--- config.mk ---
export PLATFORM = sky130hd
export DESIGN_NAME = pixel_scan_sequencer
export DESIGN_NICKNAME = d
export VERILOG_FILES = /design/src/rtl/scan_pkg.sv /design/src/rtl/scan_delay_line.sv /design/src/rtl/pixel_scan_sequencer.sv
export SDC_FILE = /design/constraint.sdc
export NUM_CORES = 1
export LEC_CHECK = 0
export ABC_AREA = 1
export CAP_MARGIN = 10
export CORE_MARGIN = 1
export CORE_UTILIZATION = 50
export DETAILED_ROUTE_END_ITERATION = 8
export PLACE_DENSITY = 0.81
export RECOVER_POWER = 25
export REMOVE_ABC_BUFFERS = 1
export SYNTH_ARGS = -nofsm -noshare
export SYNTH_HDL_FRONTEND = slang
export SYNTH_SLANG_ARGS = --single-unit
--- constraint.sdc ---
create_clock -name clk -period 2.24 [get_ports clk]
set_input_delay 0.336 -clock clk [delete_from_list [all_inputs] [get_ports clk]]
set_output_delay 0.336 -clock clk [all_outputs]
set_load 0.005 [all_outputs]
--- src/rtl/scan_pkg.sv ---
// Shared types and helpers for the two-pass pixel scan sequencer.
// Holds the FSM state encoding and the elaboration-time sizing helpers.
package scan_pkg;

  typedef enum logic [2:0] {
    S_IDLE,
    S_PASS1,
    S_DRAIN1,
    S_WAIT_THR,
    S_PASS2,
    S_DRAIN2,
    S_FINISH
  } scan_state_e;

  function automatic int scan_n(input int w, input int h);
    return w * h;
  endfunction

  // True when an ADDR_W-bit counter can address every pixel.
  function automatic bit addr_fits(input int aw, input int n);
    return (n <= (1 << aw));
  endfunction

endpackage

--- src/rtl/scan_delay_line.sv ---
// RD_LAT-deep shift of {valid, pass, addr} that lines issued reads up with RAM data.
// Synchronous clear flushes every in-flight beat so nothing stray emerges after reset.
module scan_delay_line #(
  parameter int ADDR_W = 8,
  parameter int RD_LAT = 1
) (
  input  logic              clk,
  input  logic              rst,
  input  logic              in_valid,
  input  logic              in_pass,
  input  logic [ADDR_W-1:0] in_addr,
  output logic              out_valid,
  output logic              out_pass,
  output logic [ADDR_W-1:0] out_addr
);

  typedef struct packed {
    logic              valid;
    logic              pass;
    logic [ADDR_W-1:0] addr;
  } beat_t;

  beat_t [RD_LAT:1] pipe;

  always_ff @(posedge clk) begin
    if (rst) begin
      pipe <= '0;
    end else begin
      pipe[1] <= '{valid: in_valid, pass: in_pass, addr: in_addr};
      for (int s = 2; s <= RD_LAT; s++) pipe[s] <= pipe[s-1];
    end
  end

  assign out_valid = pipe[RD_LAT].valid;
  assign out_pass  = pipe[RD_LAT].pass;
  assign out_addr  = pipe[RD_LAT].addr;

endmodule

--- src/rtl/pixel_scan_sequencer.sv ---
// Two-pass image read sequencer: pass 1 feeds the histogram/threshold path, pass 2
// re-reads for binarized write-back, then reports done/reallydone to the write controller.
module pixel_scan_sequencer
  import scan_pkg::*;
#(
  parameter int IMG_W  = 16,
  parameter int IMG_H  = 16,
  parameter int ADDR_W = 8,
  parameter int RD_LAT = 1
) (
  input  logic              clk,
  input  logic              rst,
  input  logic              start,
  input  logic              thr_ready,
  input  logic              stall,
  output logic              rd_en,
  output logic [ADDR_W-1:0] rd_addr,
  output logic              pix_valid,
  output logic              pass_id,
  output logic [ADDR_W-1:0] wr_addr,
  output logic              done,
  output logic              reallydone,
  output logic              busy
);

  localparam int N  = scan_n(IMG_W, IMG_H);
  localparam int DW = $clog2(RD_LAT + 1);
  localparam logic [ADDR_W-1:0] LAST  = ADDR_W'(N - 1);
  localparam logic [DW-1:0]     DLAST = DW'(RD_LAT - 1);

  if (!addr_fits(ADDR_W, N)) begin : g_bad_addr_w
    $error("pixel_scan_sequencer: ADDR_W too small for IMG_W*IMG_H");
  end

  scan_state_e       state, nxt;
  logic [ADDR_W-1:0] cnt;
  logic [DW-1:0]     dcnt;
  logic              issue, last_rd, drain_end, dl_valid, dl_pass;
  logic              done_q, really_q;

  assign issue     = (state == S_PASS1 || state == S_PASS2) && !stall;
  assign last_rd   = (cnt == LAST);
  assign drain_end = (dcnt == DLAST);

  always_ff @(posedge clk) begin
    if (rst) state <= S_IDLE;
    else     state <= nxt;
  end

  always_comb begin
    nxt = state;
    unique case (state)
      S_IDLE, S_FINISH: if (start)            nxt = S_PASS1;
      S_PASS1:          if (issue && last_rd) nxt = S_DRAIN1;
      S_DRAIN1:         if (drain_end)        nxt = S_WAIT_THR;
      S_WAIT_THR:       if (thr_ready)        nxt = S_PASS2;
      S_PASS2:          if (issue && last_rd) nxt = S_DRAIN2;
      S_DRAIN2:         if (drain_end)        nxt = S_FINISH;
      default:                                nxt = S_IDLE;
    endcase
  end

  always_comb begin
    rd_en = 1'b0;
    busy  = 1'b1;
    unique case (state)
      S_IDLE, S_FINISH: busy  = 1'b0;
      S_PASS1, S_PASS2: rd_en = !stall;
      default:          ;
    endcase
  end

  // Counter wraps to 0 at N-1 so pass 2 and the next frame both start at address 0.
  always_ff @(posedge clk) begin
    if (rst) begin
      cnt  <= '0;
      dcnt <= '0;
    end else begin
      if (issue) cnt <= last_rd ? '0 : cnt + 1'b1;
      if (state == S_DRAIN1 || state == S_DRAIN2) dcnt <= drain_end ? '0 : dcnt + 1'b1;
    end
  end

  // Both flags come from the next state, so done falls exactly as reallydone rises.
  always_ff @(posedge clk) begin
    if (rst) begin
      done_q   <= 1'b0;
      really_q <= 1'b0;
    end else begin
      done_q   <= (nxt == S_PASS2 || nxt == S_DRAIN2);
      really_q <= (nxt == S_FINISH);
    end
  end

  scan_delay_line #(.ADDR_W(ADDR_W), .RD_LAT(RD_LAT)) u_dly (
    .clk      (clk),
    .rst      (rst),
    .in_valid (rd_en),
    .in_pass  (state == S_PASS2),
    .in_addr  (cnt),
    .out_valid(dl_valid),
    .out_pass (dl_pass),
    .out_addr (wr_addr)
  );

  assign rd_addr    = cnt;
  assign pix_valid  = dl_valid;
  assign pass_id    = dl_valid & dl_pass;
  assign done       = done_q;
  assign reallydone = really_q;

endmodule

Yosys cells after proc, flatten, opt, wreduce, memory -nomap -nowiden
Index checks and enable logic that the tools add are counted.
- flip-flop bits (word level): 24
- bits of input ports: 5
- output and inout port bits: 22
- word-level logic and storage cells: 41
- add/sub/neg operators: 2
- eq/ne operators: 10
- muxes and demuxes: 11
- bitwise operators: 1
- reductions and logical operators: 9
- operator list (kind ; count):
    $eq A3 B3 Y1 const B ; 6
    $mux W3 ; 6
    $pmux W3 S6 ; 1
    $add A8 B1 Y8 const B ; 1
    $eq A8 B8 Y1 const B ; 1
    $mux W8 ; 1
    $eq A3 B2 Y1 const B ; 2
    $reduce_or A2 Y1 ; 2
    $eq A3 B1 Y1 const B ; 1
    $logic_not A3 Y1 ; 1
    $logic_or A1 B1 Y1 ; 3
    $mux W1 ; 3
    $logic_and A1 B1 Y1 ; 2
    $add A1 B1 Y1 const B ; 1
    $and A1 B1 Y1 ; 1
    $logic_not A1 Y1 ; 1

Longest topological paths before layout
Gate-level depths: netlist of the first run.
- word-level depth: 8
- mapped depth: 9
- mapped depth without buffers: 9

Modules after synthesis
From an unflattened synthesis of the first run, not the netlist that was laid out.
- cells, all modules: 149
- area total of the unflattened synthesis: 1051.0 µm²
- by module, submodules not included (module ; times used ; cells each ; area each (µm²) ; seq. area each (µm²)):
    pixel_scan_sequencer ; 1 ; 118 ; 764.5 ; 260.2
    scan_delay_line ; 1 ; 31 ; 286.5 ; 200.2

Worst setup path before layout of the first run
OpenSTA, ideal clock, no wires.
- path type: reg2reg
- start: reg cnt[0], in the netlist rd_addr[0]
- end: reg cnt[2], in the netlist rd_addr[2]
- data arrival time: 1.154 ns
- data required time: 2.127 ns
- slack: 0.973 ns
- cell stages (with the launch flop): 9
- path buffers: 0
- path through: dfxtp_1 -> ha_1 -> nand3_1 -> nor2_1 -> nand3_2 -> nand2_1 -> inv_1 -> nand2_1 -> nor2_2
- longest elaborated chain between the ends: 2
- RTL lines (element ; RTL line ; RTL):
    start: declaration ; pixel_scan_sequencer.sv:36 ; logic [ADDR_W-1:0] cnt;
    start signal: assignment ; pixel_scan_sequencer.sv:79 ; if (issue) cnt <= last_rd ? '0 : cnt + 1'b1;
    $add A8 B1 Y8 or $eq A8 B8 Y1 (tied branches) ; pixel_scan_sequencer.sv:79, pixel_scan_sequencer.sv:42 ;
    $mux W8 (*) ; pixel_scan_sequencer.sv:79 ;
Mark *: on every way between the ends. The rest lies on a longest branch, timed or not.
A chain may end at the register's enable or synchronous reset.

Worst setup path in the final report of the first run
- start: reg state[1]
- end: out rd_en
- longest elaborated chain between the ends: 3
- RTL lines (element ; RTL line ; RTL):
    start: declaration ; pixel_scan_sequencer.sv:35 ; scan_state_e state, nxt;
    start signal: assignment ; pixel_scan_sequencer.sv:47 ; else state <= nxt;
    $eq A3 B1 Y1 or $eq A3 B3 Y1 (tied branches) ; pixel_scan_sequencer.sv:66 ; unique case (state)
    $reduce_or A2 Y1 (*) ; pixel_scan_sequencer.sv:66 ;
    $mux W1 (*) ; pixel_scan_sequencer.sv:66 ;
    end: declaration ; pixel_scan_sequencer.sv:16 ; output logic rd_en,
Marked as above.

==> impl_results.md, run 1 <==
- Die span in x: 46.5 um
- Clock buffers created by TritonCTS: 3
- Final cycle utilization of the critical path: 0.954
- Yosys cell types: 20
- Power density of the placed cells: 509 mW/mm^2
- Most common flop cell mapped by yosys: sky130_fd_sc_hd__dfxtp_1
- Half-perimeter wire length after placement: 1.60 mm
- Most instantiated library cell after synthesis: sky130_fd_sc_hd__nand2_1
- Number of detailed-routing iterations run before antenna repair: 4
- Fin nets: 177
- Number of non-filler instances in the completed layout: 195
- CP Cell Sequence: inv_1 > nand3_2 > nand2_2 > nand2_4 > inv_2 > clkdlybuf4s50_1
- Count of yosys warnings during synthesis: 0
- Post-Synthesis Cells: 140
- Via density per instance: 4.89
- Largest buffer count on any clock path: 2
- Residual DRC: 0
- First-pass GRT wire length: 3.34 mm
- Effective utilization at floorplan: 0.551
- Share of total power in sequential cells: 0.627
- LEAKAGE: 0.586 nW
- Buffer and inverter count on the worst path: 3
- Worst skew pair latency: 0.32 ns
- DRT iter0 DRCs: 23
- Type of element capturing the critical path: output port
- Total number of vias: 954
- Area of the die: 0.00217 sq mm
- Total of fill cells in the finished design: 151
- Post-layout min period: 2.14 ns
- VDD IR-drop max: 0.383 mV
- I/O pin cnt: 27
- Relative area change from synthesis to final layout: 32.2%
- Crit path required time: 1.90 ns
- GRT Residual Overflow: 0
- Area of the core: 0.00180 sq mm
- Average cell area after synthesis: 7.09 sq um
- Area share of the largest cell type after synthesis: 0.464
- Number of rows in the core area: 15
- Main area contributors after synthesis: sky130_fd_sc_hd__dfxtp_1 46%, sky130_fd_sc_hd__nand2_1 14%, sky130_fd_sc_hd__inv_1 10%
- Family with the most delay on the worst path: buffers and inverters
- Vias in the first global route: 795
- Highest attainable clock frequency: 468 MHz
- Per-cell routed wire length: 11.3 um
- Arr. time, crit path: 1.80 ns
- Setup repair after global routing missed its margin: no
- Path class of the lowest-slack min-delay path: reg -> reg
- Number of cells after detailed placement: 191
- Y dimension of the die: 46.5 um
- TritonCTS clock tree: yes
- Count of flip-flops with a built-in enable after synthesis: 0
- Final max-slew violation count: 0
- Worst-Margin Slew: 0.336 ns
- Number of antenna violations at the first check in global routing: 0
- Maximum clock skew at final layout: 0.00564 ns
- Ant. Diodes: 0
- TritonCTS Sinks: 23
- Relative contribution of the clock network to total power: 0.291
- Quantity of I/O buffers inserted on ports: 26
- Worst hold stages: 2
- Cell at the slowest stage of the critical path: sky130_fd_sc_hd__clkdlybuf4s50_1
- Seq/Total Area, Yosys: 0.464
- Cell types with the highest counts after synthesis: 36 x sky130_fd_sc_hd__nand2_1, 27 x sky130_fd_sc_hd__inv_1, 23 x sky130_fd_sc_hd__dfxtp_1
- Overall routed net length: 2.20 mm
- Worst setup path class: reg -> out
- Final Hold Vio Count: 0
- Proportion of layout cells with a drive suffix above 1: 0.0882
- Maximum number of pins on one net before global-route repair: 13
- Number of buffers inserted by hold repair at cts: 0
- Combinational power share: 0.082
- Worst path max stage delay: 0.52 ns
- Final count of negative-setup-slack endpoints: 0
- Result of the run: finished clean
- Critical Path Stages: 6
- Max Fanout on Critical Path: 8
- Post-route setup TNS: 0 ns
- # H-tree levels: 1
- Register area: 462 sq um
- Clock transition at the registers of the reported paths: 0.12 ns
- Net switching power figure: 159 uW
- Gr usage total: 0.224
- Combined area of the multi-input logic cells: 423 sq um
- Switch share: 0.239
- Total Power: 667 uW
- Placer congestion estimate: 0.859
- Cell taking the most area after synthesis: sky130_fd_sc_hd__dfxtp_1
- Max-slew headroom at the worst pin: 0.774
- Design internal power: 508 uW
- Register bit count reported by yosys: 23
- CTS root buffer: sky130_fd_sc_hd__clkbuf_4
- ANT nets after route: 0
- Ys async rst share: 0
- Path depth of the worst reg2reg path: 7
- # Max-Cap Violations: 0
- Netlist area before placement: 992 sq um
- Critical path launch point type: register
==> path summary, 6_finish.rpt <==
check | start | endpoint | slack (ns)
max | state[1] | rd_en | 0.10
max reg2reg | rd_addr[0] | state[1] | 0.75
min reg2reg | rd_addr[4] | u_dly.out_addr[4] | 0.50
min | rd_addr[4] | u_dly.out_addr[4] | 0.50
==> power by group through the flow <==
| stage | combinational, mW | sequential [mW] | clock [mW] |
|---|---|---|---|
| floorplan | 0.0271 | 0.427 | 0 |
| detailed placement | 0.0544 | 0.427 | 0 |
| CTS | 0.0548 | 0.418 | 0.196 |
| global placement | 0.0537 | 0.427 | 0 |
| global route | 0.0603 | 0.419 | 0.218 |
| finish | 0.0550 | 0.418 | 0.194 |
==> layout by cell type, fill, tap and decap left out <==
master                            Yosys  routed
sky130_fd_sc_hd__a21oi_1              3       3
sky130_fd_sc_hd__nand2_2              2       2
sky130_fd_sc_hd__nor2_4               2       2
sky130_fd_sc_hd__nand2_4              1       1
sky130_fd_sc_hd__nor2_1              21      21
sky130_fd_sc_hd__nand3_1              9       9
sky130_fd_sc_hd__o21ai_1              1       1
sky130_fd_sc_hd__o21ai_0              1       1
sky130_fd_sc_hd__ha_1                 1       1
sky130_fd_sc_hd__clkbuf_4             0       3
sky130_fd_sc_hd__inv_2                1       2
sky130_fd_sc_hd__nand3_2              3       3
sky130_fd_sc_hd__dlygate4sd3_1        0       1
sky130_fd_sc_hd__inv_1               27      26
sky130_fd_sc_hd__nor2_2               1       1
sky130_fd_sc_hd__nand4_1              3       3
sky130_fd_sc_hd__dfxtp_1             23      22
sky130_fd_sc_hd__o21a_1               1       1
sky130_fd_sc_hd__o211ai_1             1       1
sky130_fd_sc_hd__clkbuf_1             1       2
sky130_fd_sc_hd__nand2_1             36      36
sky130_fd_sc_hd__dfxtp_2              0       1
sky130_fd_sc_hd__clkdlybuf4s50_1      0      25
sky130_fd_sc_hd__nor3_1               2       2
==> registers in the layout, summed over array words and instances (netlist names) <==
| register | flops |
|---|---|
| u_dly.out_pass | 1 |
| state | 3 |
| rd_addr | 8 |
| u_dly.out_valid | 1 |
| done | 1 |
| u_dly.out_addr | 8 |
| reallydone | 1 |
==> kinds of logic (layout without fill, tap and decap cells) <==
group                    count (synthesis)  in the layout  share of synthesized area
AND/OR/NAND/NOR                         80             80                      0.373
flip-flops                              23             23                      0.464
AO/OA/AOI/OAI                            7              7                     0.0403
adder cells (fa/ha/maj)                  1              1                     0.0126
buffers and inverters                   29             59                      0.110
==> stage by stage <==
step                      utilization  worst slack [ns]  hold slack (ns)  area [sq um]
after floorplan                     -             0.973            0.405           988
after global placement          0.715             0.285            0.477          1290
after detailed placement        0.715             0.256            0.485          1290
after CTS                       0.729             0.113            0.503          1310
after global routing            0.728           0.00888            0.521          1310
final                           0.728             0.104            0.503          1310
==> tightest hold or removal path: cells and delay by family, from the launching register on <==
kind                   cells  cell delay (ns)
buffers and inverters      1             0.08
DFF                        1             0.36
and+or+nand+nor            1             0.04
==> per-layer routing <==
layer / track usage / wire (um) / vias up
li1: - / - / 485
met1: 0.278 / 1080 / 433
met2: 0.344 / 961 / 30
met3: 0.0549 / 112 / 6
met4: 0.135 / 48 / 0
met5: 0 / 0 / -
==> cell type report <==
type / count / area share
clock buffer: 4 / 0.0200
inverter: 28 / 0.0802
multi-input combinational: 88 / 0.323
sequential: 23 / 0.352
tap: 25 / 0.0239
timing repair buffer: 27 / 0.201
==> timing repair <==
action                                  CTS  global route
endpoints found under the setup margin    0             1
setup buffers                             0             0
resized for setup                         0             2
Note: power is estimated with default switching activity, not from simulation.
==> run 2, diff against run 1 <==
Settings changed: CORE_ASPECT_RATIO set to 1.4.
==> run 2 against run 1 <==
- cell area decreased by 0.48%
- global-route usage increased by 0.48 points
- critical path depth unchanged
- setup slack improved by 0.00067 ns
- sequential share of layout area increased by 0.073 points
- clock skew decreased by 0.0030 ns
- total power decreased by 0.39%
- non-clock buffer count unchanged
- clock power about the same
- utilization decreased by 1.2 points
- hold slack got worse by 0.010 ns
==> impl_results.md, run 2 (synthesized netlist as in run 1, its figures left out) <==
- Result of the run: finished clean (unchanged)
- Worst path max stage delay: 0.52 ns (about the same)
- Combined area of the multi-input logic cells: 423 sq um (unchanged)
- Family with the most delay on the worst path: buffers and inverters (unchanged)
- Half-perimeter wire length after placement: 1.72 mm (was 1.60 mm)
- Path depth of the worst reg2reg path: 6 (was 7)
- Worst skew pair latency: 0.32 ns (about the same)
- Buffer and inverter count on the worst path: 2 (was 3)
- Startpoint of the worst hold path: rd_addr[4] (unchanged)
- Post-route setup TNS: 0 ns (unchanged)
- Setup slack, reg-to-reg: 0.73 ns (was 0.75 ns)
- Total number of vias: 943 (was 954)
- Critical path launch point type: register (unchanged)
- Worst-Margin Slew: 0.392 ns (was 0.336 ns)
- Arr. time, crit path: 1.80 ns (about the same)
- Final count of negative-setup-slack endpoints: 0 (unchanged)
- ANT nets after route: 0 (unchanged)
- Power density of the placed cells: 509 mW/mm^2 (about the same)
- Via density per instance: 4.96 (was 4.89)
- Crit path required time: 1.90 ns (about the same)
- DRT iter0 DRCs: 18 (was 23)
- Highest attainable clock frequency: 468 MHz (about the same)
- Overall routed net length: 2.14 mm (was 2.20 mm)
- Worst setup path class: reg -> out (unchanged)
- Worst hold stages: 2 (unchanged)
- Number of buffers inserted by hold repair at cts: 0 (unchanged)
- Most common cell after layout, fill and taps aside: sky130_fd_sc_hd__nand2_1 (unchanged)
- Gr usage total: 0.229 (was 0.224)
- Final max-slew violation count: 0 (unchanged)
- Path class of the lowest-slack min-delay path: reg -> reg (unchanged)
- Design internal power: 505 uW (was 508 uW)
- GRT Residual Overflow: 0 (unchanged)
- Area of the die: 0.00217 sq mm (about the same)
- Quantity of I/O buffers inserted on ports: 26 (unchanged)
- Residual DRC: 0 (unchanged)
- Placer congestion estimate: 0.883 (was 0.859)
- R2r endpoint: rd_addr[6] (was state[1])
- Setup repair after global routing missed its margin: no (unchanged)
- Number of antenna violations at the first check in global routing: 0 (unchanged)
- Ant. Diodes: 0 (unchanged)
- Die span in x: 39.7 um (was 46.5 um)
- Met2 routed WL: 1.20 mm (was 961 um)
- # Max-Cap Violations: 0 (unchanged)
- Number of detailed-routing iterations run before antenna repair: 4 (unchanged)
- Switch share: 0.240 (was 0.239)
- Per-cell routed wire length: 11.3 um (about the same)
- Max Fanout on Critical Path: 8 (unchanged)
- Cell at the slowest stage of the critical path: sky130_fd_sc_hd__clkdlybuf4s50_1 (unchanged)
- Commonest cells after routing, fill and taps aside: 36 x sky130_fd_sc_hd__nand2_1, 27 x sky130_fd_sc_hd__inv_1, 25 x sky130_fd_sc_hd__clkdlybuf4s50_1, 23 x sky130_fd_sc_hd__dfxtp_1, 21 x sky130_fd_sc_hd__nor2_1 (was 36 x sky130_fd_sc_hd__nand2_1, 26 x sky130_fd_sc_hd__inv_1, 25 x sky130_fd_sc_hd__clkdlybuf4s50_1, 22 x sky130_fd_sc_hd__dfxtp_1, 21 x sky130_fd_sc_hd__nor2_1)
- Metal3 WL: 93 um (was 112 um)
- Maximum clock skew at final layout: 0.00266 ns (was 0.00564 ns)
- # H-tree levels: 1 (unchanged)
- Share of total power in sequential cells: 0.629 (was 0.627)
- First-pass GRT wire length: 3.31 mm (was 3.34 mm)
- Largest buffer count on any clock path: 2 (unchanged)
- Vias in the first global route: 832 (was 795)
- Resize count post-CTS: 0 (unchanged)
- CP Cell Sequence: nor2_1 > nand2_1 > nand2_2 > nand2_4 > inv_2 > clkdlybuf4s50_1 (was inv_1 > nand3_2 > nand2_2 > nand2_4 > inv_2 > clkdlybuf4s50_1)
- Clock buffers created by TritonCTS: 3 (unchanged)
- Worst slack, placed: 0.269 ns (was 0.256 ns)
- R2R Path Start: rd_addr[0] (unchanged)
- Setup bufs post-CTS: 0 (unchanged)
- VDD IR-drop max: 0.445 mV (was 0.383 mV)
- CTS root buffer: sky130_fd_sc_hd__clkbuf_4 (unchanged)
- Slack of the critical path: 0.104 ns (about the same)
- Final cycle utilization of the critical path: 0.953 (was 0.954)
- TritonCTS clock tree: yes (unchanged)
- Relative area change from synthesis to final layout: 31.5% (was 32.2%)
- Effective utilization at floorplan: 0.544 (was 0.551)
- Number of rows in the core area: 18 (was 15)
- Register area: 460 sq um (was 462 sq um)
- Area of the core: 0.00182 sq mm (was 0.00180 sq mm)
- Post-layout min period: 2.14 ns (about the same)
- Type of element capturing the critical path: output port (unchanged)
- Routed length on met1: 799 um (was 1.08 mm)
- Maximum number of pins on one net before global-route repair: 14 (was 13)
- I/O pin cnt: 27 (unchanged)
- End of the worst hold path: u_dly.out_addr[4] (unchanged)
- Total of fill cells in the finished design: 159 (was 151)
- Y dimension of the die: 54.7 um (was 46.5 um)
- Final Hold Vio Count: 0 (unchanged)
- TritonCTS Sinks: 23 (unchanged)
- LEAKAGE: 0.587 nW (was 0.586 nW)
- Fin nets: 177 (unchanged)
- Combinational power share: 0.081 (was 0.082)
- Proportion of layout cells with a drive suffix above 1: 0.0824 (was 0.0882)
- Max-slew headroom at the worst pin: 0.737 (was 0.774)
- Relative contribution of the clock network to total power: 0.290 (was 0.291)
- Net switching power figure: 159 uW (about the same)
- Highest layer used for signal routing: met4 (unchanged)
- Clock transition at the registers of the reported paths: 0.12 ns (about the same)
-- run 2: cell count changes in the layout (fill, tap and decap cells not counted) --
cell and delta:
sky130_fd_sc_hd__inv_2 -1, sky130_fd_sc_hd__dfxtp_1 +1, sky130_fd_sc_hd__clkinv_2 +1, sky130_fd_sc_hd__dfxtp_2 -1, sky130_fd_sc_hd__clkbuf_1 -1, sky130_fd_sc_hd__inv_1 +1
-- run 2: per-layer routing --
| metal | vias to the layer above | track usage |
|---|---|---|
| met5 | - | 0 |
| met4 | 0 | 0.126 |
| met3 | 5 | 0.0244 |
| met2 | 33 | 0.448 |
| met1 | 419 | 0.217 |
| li1 | 486 | - |
-- run 2: how the worst max path moves through the flow --
| stage | start | to | cells after the start |
|---|---|---|---|
| 4_1_cts | state[1] | rd_en | 6 |
| 3_3_place_gp | stall | rd_en | 5 |
| 2_1_floorplan | rd_addr[0] | rd_addr[2] | 8 |
| 3_5_place_dp | stall | rd_en | 5 |
| 5_1_grt | state[1] | rd_en | 6 |
| 6_report | state[1] | rd_en | 6 |
-- run 2: final cells by class --
class,instances,share of cell area
Sequential cell,23,0.353
Clock buffer,3,0.0173
Clock inverter,1,0.00384
Tap cell,20,0.0192
Multi-Input combinational cell,88,0.324
Timing Repair Buffer,27,0.202
Inverter,28,0.0805
-- run 2: power by group through the flow --
| stage | clock network (mW) | logic [mW] | registers [mW] |
|---|---|---|---|
| finish | 0.193 | 0.0539 | 0.418 |
| global route | 0.206 | 0.0606 | 0.419 |
| CTS | 0.197 | 0.0554 | 0.418 |
| detailed placement | 0 | 0.0553 | 0.427 |
| global placement | 0 | 0.0540 | 0.427 |
| floorplan | 0 | 0.0271 | 0.427 |
-- run 2: metrics by stage --
step           cells  hold WS (ns)   util  area, sq um  power (mW)
2_1_floorplan    139         0.405      -          988       0.454
3_3_place_gp     186         0.467  0.702         1280       0.481
3_5_place_dp     186         0.477  0.702         1280       0.482
4_1_cts          190         0.486  0.717         1310       0.670
5_1_grt          190         0.514  0.715         1310       0.686
6_report         190         0.493  0.715         1310       0.665
-- run 2: worst register-to-register path: cells and delay by family, from the launching register on --
kind                     cells  cell delay [ns]
AO/OA/AOI/OAI                1             0.05
flip-flops                   1             0.41
adder cells (fa/ha/maj)      1             0.24
AND/OR/NAND/NOR              4             0.71
==> run 3, diff against run 2 <==
Settings changed: CAP_MARGIN 10 to unset, CORE_UTILIZATION 50 to 46, PLACE_DENSITY 0.81 to 0.76.
Clock period 2.24 ns to 2.1 ns, I/O delays scaled along.
==> run 3 against run 2 <==
- non-clock buffer count is 3 higher
- wire length is 1.9% higher
- cell area is 2.2% higher
- utilization is 4.7 points lower
- sequential power is 6.5% higher
- first-iteration DRC count is 56% higher
- die area is 8.3% higher
- total power is 5.9% higher
- setup slack worse by 0.032 ns
- combinational power is 20% higher
- clock skew is 0.0027 ns higher
- hold slack worse by 0.0012 ns
- largest cell class unchanged
==> impl_results.md, run 3 (synthesized netlist as in run 1, its figures left out) <==
- Result of the run: finished clean (unchanged)
- Setup slack, reg-to-reg: 0.57 ns (was 0.73 ns)
- Worst slack, placed: 0.163 ns (was 0.269 ns)
- Number of rows in the core area: 19 (was 18)
- Combinational power share: 0.092 (was 0.081)
- Max Fanout on Critical Path: 8 (unchanged)
- Arr. time, crit path: 1.71 ns (was 1.80 ns)
- Power density of the placed cells: 527 mW/mm^2 (was 509 mW/mm^2)
- Combined area of the multi-input logic cells: 423 sq um (unchanged)
- Type of element capturing the critical path: output port (unchanged)
- Relative contribution of the clock network to total power: 0.276 (was 0.290)
- Most common cell after layout, fill and taps aside: sky130_fd_sc_hd__nand2_1 (unchanged)
- Clock buffers created by TritonCTS: 3 (unchanged)
- Placer congestion estimate: 0.866 (was 0.883)
- CP Cell Sequence: nor2_1 > nand2_1 > nand2_2 > nand2_4 > inv_4 > clkdlybuf4s50_1 (was nor2_1 > nand2_1 > nand2_2 > nand2_4 > inv_2 > clkdlybuf4s50_1)
- Number of cells after detailed placement: 187 (was 186)
- Final Hold Vio Count: 0 (unchanged)
- Post-layout min period: 2.03 ns
- Buffer and inverter count on the worst path: 2 (unchanged)
- First-pass GRT wire length: 3.37 mm (was 3.31 mm)
- DRT iter0 DRCs: 28 (was 18)
- Switch share: 0.225 (was 0.240)
- Per-cell routed wire length: 11.2 um (was 11.3 um)
- # H-tree levels: 1 (unchanged)
- I/O pin cnt: 27 (unchanged)
- Post-layout util: 0.668 (was 0.715)
- Worst hold stages: 2 (unchanged)
- Maximum clock skew at final layout: 0.00537 ns (was 0.00266 ns)
- Area of the core: 0.00200 sq mm (was 0.00182 sq mm)
- Share of total power in sequential cells: 0.632 (was 0.629)
- Die span in x: 41.3 um (was 39.7 um)
- Slack of the critical path: 0.0726 ns (was 0.104 ns)
- Largest buffer count on any clock path: 2 (unchanged)
- Proportion of layout cells with a drive suffix above 1: 0.104 (was 0.0824)
- Overall routed net length: 2.18 mm (was 2.14 mm)
- Clock transition at the registers of the reported paths: 0.12 ns (about the same)
- Via density per instance: 4.96 (about the same)
- Total of fill cells in the finished design: 195 (was 159)
- R2r endpoint: rd_addr[2] (was rd_addr[6])
- R2R Path Start: rd_addr[0] (unchanged)
- Design internal power: 545 uW (was 505 uW)
- Number of detailed-routing iterations run before antenna repair: 4 (unchanged)
- Final max-slew violation count: 0 (unchanged)
- Path depth of the worst reg2reg path: 8 (was 6)
- Final count of negative-setup-slack endpoints: 0 (unchanged)
- VDD IR-drop max: 0.372 mV (was 0.445 mV)
- Startpoint of the worst hold path: rd_addr[1] (was rd_addr[4])
- Highest attainable clock frequency: 493 MHz
- Worst setup path class: reg -> out (unchanged)
- ANT nets after route: 0 (unchanged)
- Family with the most delay on the worst path: buffers and inverters (unchanged)
- Gr usage total: 0.205 (was 0.229)
- Area of the die: 0.00235 sq mm (was 0.00217 sq mm)
- Critical path launch point type: register (unchanged)
- Fin nets: 180 (was 177)
- Relative area change from synthesis to final layout: 34.4% (was 31.5%)
- Effective utilization at floorplan: 0.497 (was 0.544)
- Post-route setup TNS: 0 ns (unchanged)
- Number of antenna violations at the first check in global routing: 0 (unchanged)
- GRT Residual Overflow: 0 (unchanged)
- # Max-Cap Violations: 0 (unchanged)
- Number of non-filler instances in the completed layout: 194 (was 190)
- TritonCTS Sinks: 23 (unchanged)
- Worst-Margin Slew: 0.533 ns (was 0.392 ns)
- LEAKAGE: 0.601 nW (was 0.587 nW)
- Worst path max stage delay: 0.49 ns (was 0.52 ns)
- Total number of vias: 963 (was 943)
- Quantity of I/O buffers inserted on ports: 26 (unchanged)
- CTS root buffer: sky130_fd_sc_hd__clkbuf_4 (unchanged)
- Cell at the slowest stage of the critical path: sky130_fd_sc_hd__clkdlybuf4s50_1 (unchanged)
- Maximum number of pins on one net before global-route repair: 13 (was 14)
- Net switching power figure: 158 uW (was 159 uW)
- Residual DRC: 0 (unchanged)
- Register area: 464 sq um (was 460 sq um)
- Commonest cells after routing, fill and taps aside: 36 x sky130_fd_sc_hd__nand2_1, 26 x sky130_fd_sc_hd__inv_1, 25 x sky130_fd_sc_hd__clkdlybuf4s50_1, 22 x sky130_fd_sc_hd__dfxtp_1, 21 x sky130_fd_sc_hd__nor2_1 (was 36 x sky130_fd_sc_hd__nand2_1, 27 x sky130_fd_sc_hd__inv_1, 25 x sky130_fd_sc_hd__clkdlybuf4s50_1, 23 x sky130_fd_sc_hd__dfxtp_1, 21 x sky130_fd_sc_hd__nor2_1)
- Crit path required time: 1.78 ns (was 1.90 ns)
- TritonCTS clock tree: yes (unchanged)
- End of the worst hold path: u_dly.out_addr[1] (was u_dly.out_addr[4])
- Max-slew headroom at the worst pin: 0.645 (was 0.737)
- Half-perimeter wire length after placement: 1.67 mm (was 1.72 mm)
- Final cycle utilization of the critical path: 0.965
- Number of buffers inserted by hold repair at cts: 0 (unchanged)
- Path class of the lowest-slack min-delay path: reg -> reg (unchanged)
- Vias in the first global route: 828 (was 832)
- Worst skew pair latency: 0.30 ns (was 0.32 ns)
- Y dimension of the die: 57.0 um (was 54.7 um)
- Ant. Diodes: 0 (unchanged)
run 3: changes by cell type in the layout (fill, tap and decap cells not counted):
cell	change
sky130_fd_sc_hd__buf_4	+3
sky130_fd_sc_hd__clkbuf_1	+1
sky130_fd_sc_hd__clkinv_2	-1
sky130_fd_sc_hd__dfxtp_1	-1
sky130_fd_sc_hd__dfxtp_4	+1
sky130_fd_sc_hd__inv_1	-1
sky130_fd_sc_hd__inv_4	+1
run 3: how the worst max path moves through the flow:
| stage | depth (start not counted) | startpoint | to | slack, ns |
|---|---|---|---|---|
| 5_1_grt | 6 | state[1] | rd_en | -0.006 |
| 3_5_place_dp | 5 | stall | rd_en | 0.16 |
| 6_report | 6 | state[1] | rd_en | 0.07 |
| 3_3_place_gp | 5 | stall | rd_en | 0.18 |
| 4_1_cts | 6 | state[1] | rd_en | 0.009 |
| 2_1_floorplan | 8 | rd_addr[0] | rd_addr[2] | 0.83 |
run 3: power by group through the flow:
| stage | clock network (mW) | registers (mW) | logic (mW) |
|---|---|---|---|
| 2_1_floorplan | 0 | 0.455 | 0.0289 |
| 5_1_grt | 0.221 | 0.445 | 0.0705 |
| 4_1_cts | 0.201 | 0.446 | 0.0598 |
| 3_5_place_dp | 0 | 0.456 | 0.0587 |
| 3_3_place_gp | 0 | 0.455 | 0.0571 |
| 6_report | 0.194 | 0.445 | 0.0647 |
run 3: tightest hold or removal path: stages, from the launching register on:
cell	delay (ns)
sky130_fd_sc_hd__dfxtp_1	0.36
sky130_fd_sc_hd__inv_1	0.06
sky130_fd_sc_hd__nor2_1	0.04
run 3: what timing repair did:
action	CTS	global route
setup buffers	0	3
pin swaps	0	2
setup endpoints to repair	1	1
endpoints found under the hold margin	0	0
resized for setup	1	3
run 3: layer usage:
layer	track usage	vias to the layer above	share of wire
met1	0.217	448	0.40
met3	0.0233	4	0.040
met5	0	-	0
met4	0.0829	0	0.013
li1	-	489	-
met2	0.375	22	0.54
run 3: per-stage QoR:
| stage | instance area, sq um | power [mW] | hold WS (ns) |
|---|---|---|---|
| 6_report | 1330 | 0.704 | 0.491 |
| 3_3_place_gp | 1280 | 0.512 | 0.477 |
| 4_1_cts | 1310 | 0.706 | 0.501 |
| 5_1_grt | 1330 | 0.737 | 0.537 |
| 3_5_place_dp | 1280 | 0.514 | 0.483 |
| 2_1_floorplan | 988 | 0.484 | 0.384 |
run 3: final cells by class:
| class | count | area share |
|---|---|---|
| clock buffer | 4 | 0.0197 |
| inverter | 28 | 0.0807 |
| multi-input combinational | 88 | 0.317 |
| sequential | 23 | 0.348 |
| tap | 21 | 0.0197 |
| timing repair buffer | 30 | 0.215 |
